[src/rtl/display_label_sequencer_if.sv]
// display_label_sequencer_if: tick/value/mask inputs and the decoder-facing outputs of the sequencer.
interface display_label_sequencer_if #(
    parameter int CHANNELS = 2,
    parameter int CW = (CHANNELS > 1) ? $clog2(CHANNELS) : 1
);
    logic                  tick_i;
    logic [4*CHANNELS-1:0] values_i;
    logic [CHANNELS-1:0]   mask_i;
    logic                  hold_i;
    logic                  value_only_i;
    logic [3:0]            code_o;
    logic [CW-1:0]         channel_o;
    logic                  is_label_o;
    logic                  blank_o;
    modport master (
        output tick_i, values_i, mask_i, hold_i, value_only_i,
        input  code_o, channel_o, is_label_o, blank_o
    );
    modport slave (
        input  tick_i, values_i, mask_i, hold_i, value_only_i,
        output code_o, channel_o, is_label_o, blank_o
    );
endinterface

[src/rtl/display_label_sequencer.sv]
// display_label_sequencer: steps through enabled channels showing a label code then a latched value,
// each for DWELL tick pulses, driving one 7-segment digit decoder.
module display_label_sequencer #(
    parameter int          CHANNELS   = 2,
    parameter int          DWELL      = 4,
    parameter logic [3:0]  LABEL_BASE = 4'hA,
    parameter int          CW         = (CHANNELS > 1) ? $clog2(CHANNELS) : 1
) (
    input logic clk_i,
    input logic rst_i,
    display_label_sequencer_if.slave bus
);
    localparam int CNTW = (DWELL > 1) ? $clog2(DWELL) : 1;
    typedef enum logic [1:0] {IDLE, BLANK, LABEL, VALUE} state_e;
    state_e         state_q, state_d;
    logic [CW-1:0]   ch_q, ch_d;
    logic [CNTW-1:0] cnt_q, cnt_d;
    logic [3:0]      latch_q, latch_d, code_q, code_d;
    logic            is_label_q, blank_q, armed_q;
    logic            any_en, last_tick, enter;
    // Next enabled channel strictly after `from`, wrapping; `from` itself is the last candidate.
    function automatic logic [CW-1:0] next_en(input logic [CHANNELS-1:0] m, input logic [CW-1:0] from);
        logic [CW-1:0] r;
        int idx;
        r = from;
        for (int k = CHANNELS; k >= 1; k--) begin
            idx = (int'(from) + k) % CHANNELS;
            if (m[idx]) r = CW'(idx);
        end
        return r;
    endfunction
    always_comb begin
        state_d   = state_q;
        ch_d      = ch_q;
        cnt_d     = cnt_q;
        enter     = 1'b0;
        any_en    = |bus.mask_i;
        last_tick = cnt_q == CNTW'(DWELL - 1);
        case (state_q)
            IDLE, BLANK: begin
                // IDLE lingers for one edge after reset release before picking a channel.
                if (state_q == BLANK || armed_q) begin
                    state_d = !any_en ? BLANK : bus.value_only_i ? VALUE : LABEL;
                    ch_d    = any_en ? next_en(bus.mask_i, CW'(CHANNELS - 1)) : ch_q;
                    cnt_d   = '0;
                    enter   = any_en;
                end
            end
            default: begin
                if (!bus.mask_i[ch_q]) begin
                    state_d = !any_en ? BLANK : bus.value_only_i ? VALUE : LABEL;
                    ch_d    = any_en ? next_en(bus.mask_i, ch_q) : ch_q;
                    cnt_d   = '0;
                    enter   = any_en;
                end else if (!bus.hold_i && bus.tick_i) begin
                    cnt_d = last_tick ? '0 : cnt_q + 1'b1;
                    enter = last_tick;
                    if (last_tick && state_q == LABEL) state_d = VALUE;
                    else if (last_tick) begin
                        ch_d    = next_en(bus.mask_i, ch_q);
                        state_d = bus.value_only_i ? VALUE : LABEL;
                    end
                end
            end
        endcase
        latch_d = (enter && state_d == VALUE) ? bus.values_i[{ch_d, 2'b00} +: 4] : latch_q;
        code_d  = state_d == LABEL ? LABEL_BASE + 4'(ch_d) : state_d == VALUE ? latch_d : 4'hF;
    end
    always_ff @(posedge clk_i) begin
        if (rst_i) begin
            state_q    <= IDLE;
            ch_q       <= '0;
            cnt_q      <= '0;
            latch_q    <= '0;
            code_q     <= 4'hF;
            is_label_q <= 1'b0;
            blank_q    <= 1'b1;
            armed_q    <= 1'b0;
        end else begin
            state_q    <= state_d;
            ch_q       <= ch_d;
            cnt_q      <= cnt_d;
            latch_q    <= latch_d;
            code_q     <= code_d;
            is_label_q <= state_d == LABEL;
            blank_q    <= state_d == IDLE || state_d == BLANK;
            armed_q    <= 1'b1;
        end
    end
    assign bus.code_o     = code_q;
    assign bus.channel_o  = ch_q;
    assign bus.is_label_o = is_label_q;
    assign bus.blank_o    = blank_q;
endmodule

[src/flat_wrapper.sv]
// flat-port wrapper written by rule: the top's interface ports become plain ports
module display_label_sequencer_flat 
#(
    parameter int          CHANNELS   = 2,
    parameter int          DWELL      = 4,
    parameter logic [3:0]  LABEL_BASE = 4'hA,
    parameter int          CW         = (CHANNELS > 1) ? $clog2(CHANNELS) : 1
)
  (clk_i, rst_i, bus_tick_i, bus_values_i, bus_mask_i, bus_hold_i, bus_value_only_i, bus_code_o, bus_channel_o, bus_is_label_o, bus_blank_o);
  display_label_sequencer_if #(.CHANNELS(CHANNELS), .CW(CW)) bus_i ();
  input logic clk_i;
  input logic rst_i;
  input wire logic [$bits(bus_i.tick_i)-1:0] bus_tick_i;
  input wire logic [$bits(bus_i.values_i)-1:0] bus_values_i;
  input wire logic [$bits(bus_i.mask_i)-1:0] bus_mask_i;
  input wire logic [$bits(bus_i.hold_i)-1:0] bus_hold_i;
  input wire logic [$bits(bus_i.value_only_i)-1:0] bus_value_only_i;
  output wire logic [$bits(bus_i.code_o)-1:0] bus_code_o;
  output wire logic [$bits(bus_i.channel_o)-1:0] bus_channel_o;
  output wire logic [$bits(bus_i.is_label_o)-1:0] bus_is_label_o;
  output wire logic [$bits(bus_i.blank_o)-1:0] bus_blank_o;
  assign bus_i.tick_i = bus_tick_i;
  assign bus_i.values_i = bus_values_i;
  assign bus_i.mask_i = bus_mask_i;
  assign bus_i.hold_i = bus_hold_i;
  assign bus_i.value_only_i = bus_value_only_i;
  assign bus_code_o = bus_i.code_o;
  assign bus_channel_o = bus_i.channel_o;
  assign bus_is_label_o = bus_i.is_label_o;
  assign bus_blank_o = bus_i.blank_o;
  display_label_sequencer #(.CHANNELS(CHANNELS), .DWELL(DWELL), .LABEL_BASE(LABEL_BASE), .CW(CW)) u_core (.clk_i(clk_i), .rst_i(rst_i), .bus(bus_i));
endmodule
[config.mk]
export PLATFORM = sky130hd
export DESIGN_NAME = display_label_sequencer_flat
export DESIGN_NICKNAME = d
export VERILOG_FILES = /design/src/rtl/display_label_sequencer_if.sv /design/src/rtl/display_label_sequencer.sv /design/src/flat_wrapper.sv
export SDC_FILE = /design/constraint.sdc
export NUM_CORES = 1
export LEC_CHECK = 0
export ABC_AREA = 0
export CAP_MARGIN = 10
export CORE_MARGIN = 3
export CORE_UTILIZATION = 50
export CTS_CLUSTER_DIAMETER = 60
export CTS_CLUSTER_SIZE = 40
export DETAILED_ROUTE_END_ITERATION = 16
export PLACE_DENSITY = 0.78
export SLEW_MARGIN = 10
export SYNTH_ARGS = -nofsm -noshare
export SYNTH_HDL_FRONTEND = slang
export SYNTH_SLANG_ARGS = --single-unit
[constraint.sdc]
create_clock -name clk_i -period 2.95 [get_ports clk_i]
set_input_delay 0.7375 -clock clk_i [delete_from_list [all_inputs] [get_ports clk_i]]
set_output_delay 0.7375 -clock clk_i [all_outputs]
set_load 0.01 [all_outputs]
==> impl_metrics.ini <==
[outcome]
status = completed

[sta]
rsz0062_at_grt = false
hold_violations = 0
slew_headroom = 0.685
fin_crit_ps = 2290
fin_crit_sh = 0.775
fin_skew_ps = 6.14
fmax_mhz = 438
drv_slew = 0
tightest_slew_ps = 469
setup_viol = 0
tns_ps = 0

[global_route]
grt_pass1_vias = 665
grt-ovfl-total = 0
grt_max_degree = 13
grt_pass1_wl_um = 2830
grt_use_total = 0.189
antenna_found_initial = 0

[logic_synthesis]
muxShareOfSynthArea = 0.0805
synth_top_cell_by_area = dfxtp_1
synth_area_leaders = dfxtp_1 (39%), a211oi_2 (6.1%), nor2_1 (5.0%), mux2i_1 (4.9%), a21oi_1 (3.6%)
synth-simple-area-share = 0.231
async_reset_ff_frac = 0
synthDistinctLibCells = 37
ys.flop_type = dfxtp_1
ys_warn_count = 0
synth-xor-area-share = 0
synth_compound_gate_area_share = 0.234
synth_top_cell_area_share = 0.389
yosys.area_share.adder = 0.0152
synth_nets = 104
synth_top_family_by_area = compound AO/OA/AOI/OAI gates
synth_common_cells = dfxtp_1 (16), nor2_1 (11), a21oi_1 (6), inv_1 (5)
synthCells = 88
ys_seq_area_frac = 0.389
synth-seq-cells = 16
synth_most_common_cell = dfxtp_1
synth.avg_cell_area_um2 = 9.36
netlist_area_um2 = 823
synth_edf_count = 0

[finish]
final_core_util = 0.705
diodes = 0
multi_input_area_um2 = 462
areaGrowthSynthToFinish_pct = 30.5
nFillCells = 124
fin_area_um2 = 1070
drive_gt1_frac = 0.135
ff_latch_area_um2 = 320
fin_nets = 128

[clocking]
worst_skew_pair.late_latency_ps = 290
cts_resized = 0
clockRootBuffer = clkbuf_4
cts_hold_buf = 0
cts_max_level = 1
clk_pin_slew_worst_paths_ps = 90
cts_tree = done
clock-sinks = 16
clk_path_buf_depth = 2
post-cts-setup-buffers = 0
cts_inserted_buffers = 3

[detailed_routing]
dr.pass1.iters = 4
wl_per_cell_um = 13.7
drt-met1-wl_um = 815
drc = 0
ant_nets = 0
top_layer = met4
drt_iter0_drc = 10
wl_met3_um = 97
routed-wl-met2_um = 803
vias = 728
drt_wl_total_um = 1750
via_per_inst = 5.73

[power_and_ir_drop]
ir_drop_mv = 0.352
finalPower_uw = 514
power_density_nw_per_um2 = 478
leakage_uw = 0.000426

[placed_design]
placed_area_um2 = 1040
globalplace.congestion = 0.828
dp_hpwl_um = 1330
portBuffers = 21

[worst_setup_path]
slowest_delay_ps = 490
worst_setup_path_end_kind = register
cp_max_fo = 8
cpMaxStageDelayCell = clkdlybuf4s50_1
rr_worst_depth = 5
crit_path_start = bus_mask_i[0]
r2r-start = u_core.state_q[1]
crit_path_cell_trace = clkdlybuf4s50_1, mux2_4, a41oi_1, o211ai_2, nor4b_1, a31oi_1
crit_type = in2reg
crit_required_ps = 3120
cp_data_arrival_time_ps = 2450
critPathLaunchType = input pin

[die]
die-area_um2 = 2170
ioPinCount = 22
start_util = 0.540
core_um2 = 1520
rows = 14
die_w_um = 46.6
die_h_um = 46.6

[worst_hold_path]
hp-class = reg2reg
min_from = u_core.cnt_q[1]
whs_path_depth = 2

[flow_run]
maxCapViolCount = 0
-- registers in the layout, summed over array words and instances (netlist names) --
signal	flops
u_core.latch_q	4
u_core.bus.code_o	4
u_core.armed_q	1
u_core.bus.channel_o	1
u_core.cnt_q	2
u_core.bus.blank_o	1
u_core.state_q	2
u_core.bus.is_label_o	1
-- cells by family (layout without fill, tap and decap cells) --
| kind of cell | count (synthesis) | count (layout) |
|---|---|---|
| and+or+nand+nor | 35 | 35 |
| AOI/OAI and AO/OA | 22 | 22 |
| DFF | 16 | 16 |
| buffers and inverters | 8 | 31 |
| muxes | 6 | 6 |
| adders and majority gates | 1 | 1 |
-- through the flow --
step / cells / hold slack, ps / worst slack (ps)
2_1_floorplan: 88 / 436 / 1020
3_3_place_gp: 123 / 448 / 353
3_5_place_dp: 123 / 460 / 355
4_1_cts: 127 / 472 / 668
5_1_grt: 127 / 501 / 525
6_report: 127 / 464 / 665
-- placed cells by master (no fill, tap or decap), types with 2 or more instances in the layout --
| cell type | synthesis | layout |
|---|---|---|
| mux2i_1 | 4 | 4 |
| dfxtp_1 | 16 | 16 |
| nor4_1 | 2 | 2 |
| nand2_1 | 3 | 3 |
| nor2_1 | 11 | 11 |
| a211oi_2 | 4 | 4 |
| nor2b_1 | 2 | 2 |
| a21oi_1 | 6 | 6 |
| nand3_1 | 4 | 4 |
| clkdlybuf4s50_1 | 0 | 21 |
| o21bai_1 | 2 | 2 |
| nor3_1 | 2 | 2 |
| nand2b_1 | 3 | 3 |
| clkbuf_4 | 0 | 3 |
| inv_1 | 5 | 5 |
-- layer usage --
layer / vias up / GRT usage
li1: 371 / -
met2: 15 / 0.286
met3: 4 / 0.0703
met4: 0 / 0.0739
met5: - / 0
met1: 338 / 0.241
-- worst max-delay path, delay by kind of cell --
family	cells	cell delay, ps
compound gates	3	520
buf+inv	1	490
simple gates	1	330
mux	1	360
-- where the power goes --
part	switching, uW	total, uW	leakage (uW)	internal (uW)
combinational	59.9	125	0.000273	65.3
sequential	13.2	247	0.000132	234
clock	66.5	142	0.0000210	75.3
total	140	514	0.000426	375
-- final cells by class --
class	instances	share of cell area
multi-input cells	64	0.430
flip-flops and latches	16	0.298
repair buffers	22	0.203
clock buffers	4	0.0338
well taps	16	0.0186
inverters	5	0.0175
-- final timing paths --
path              slack (ps)                    to
setup / recovery         660  u_core.bus.code_o[0]
hold / removal           460       u_core.cnt_q[1]
setup reg to reg        1020  u_core.bus.code_o[2]
hold reg to reg          460       u_core.cnt_q[1]
Power figures use the tool's default switching activity.
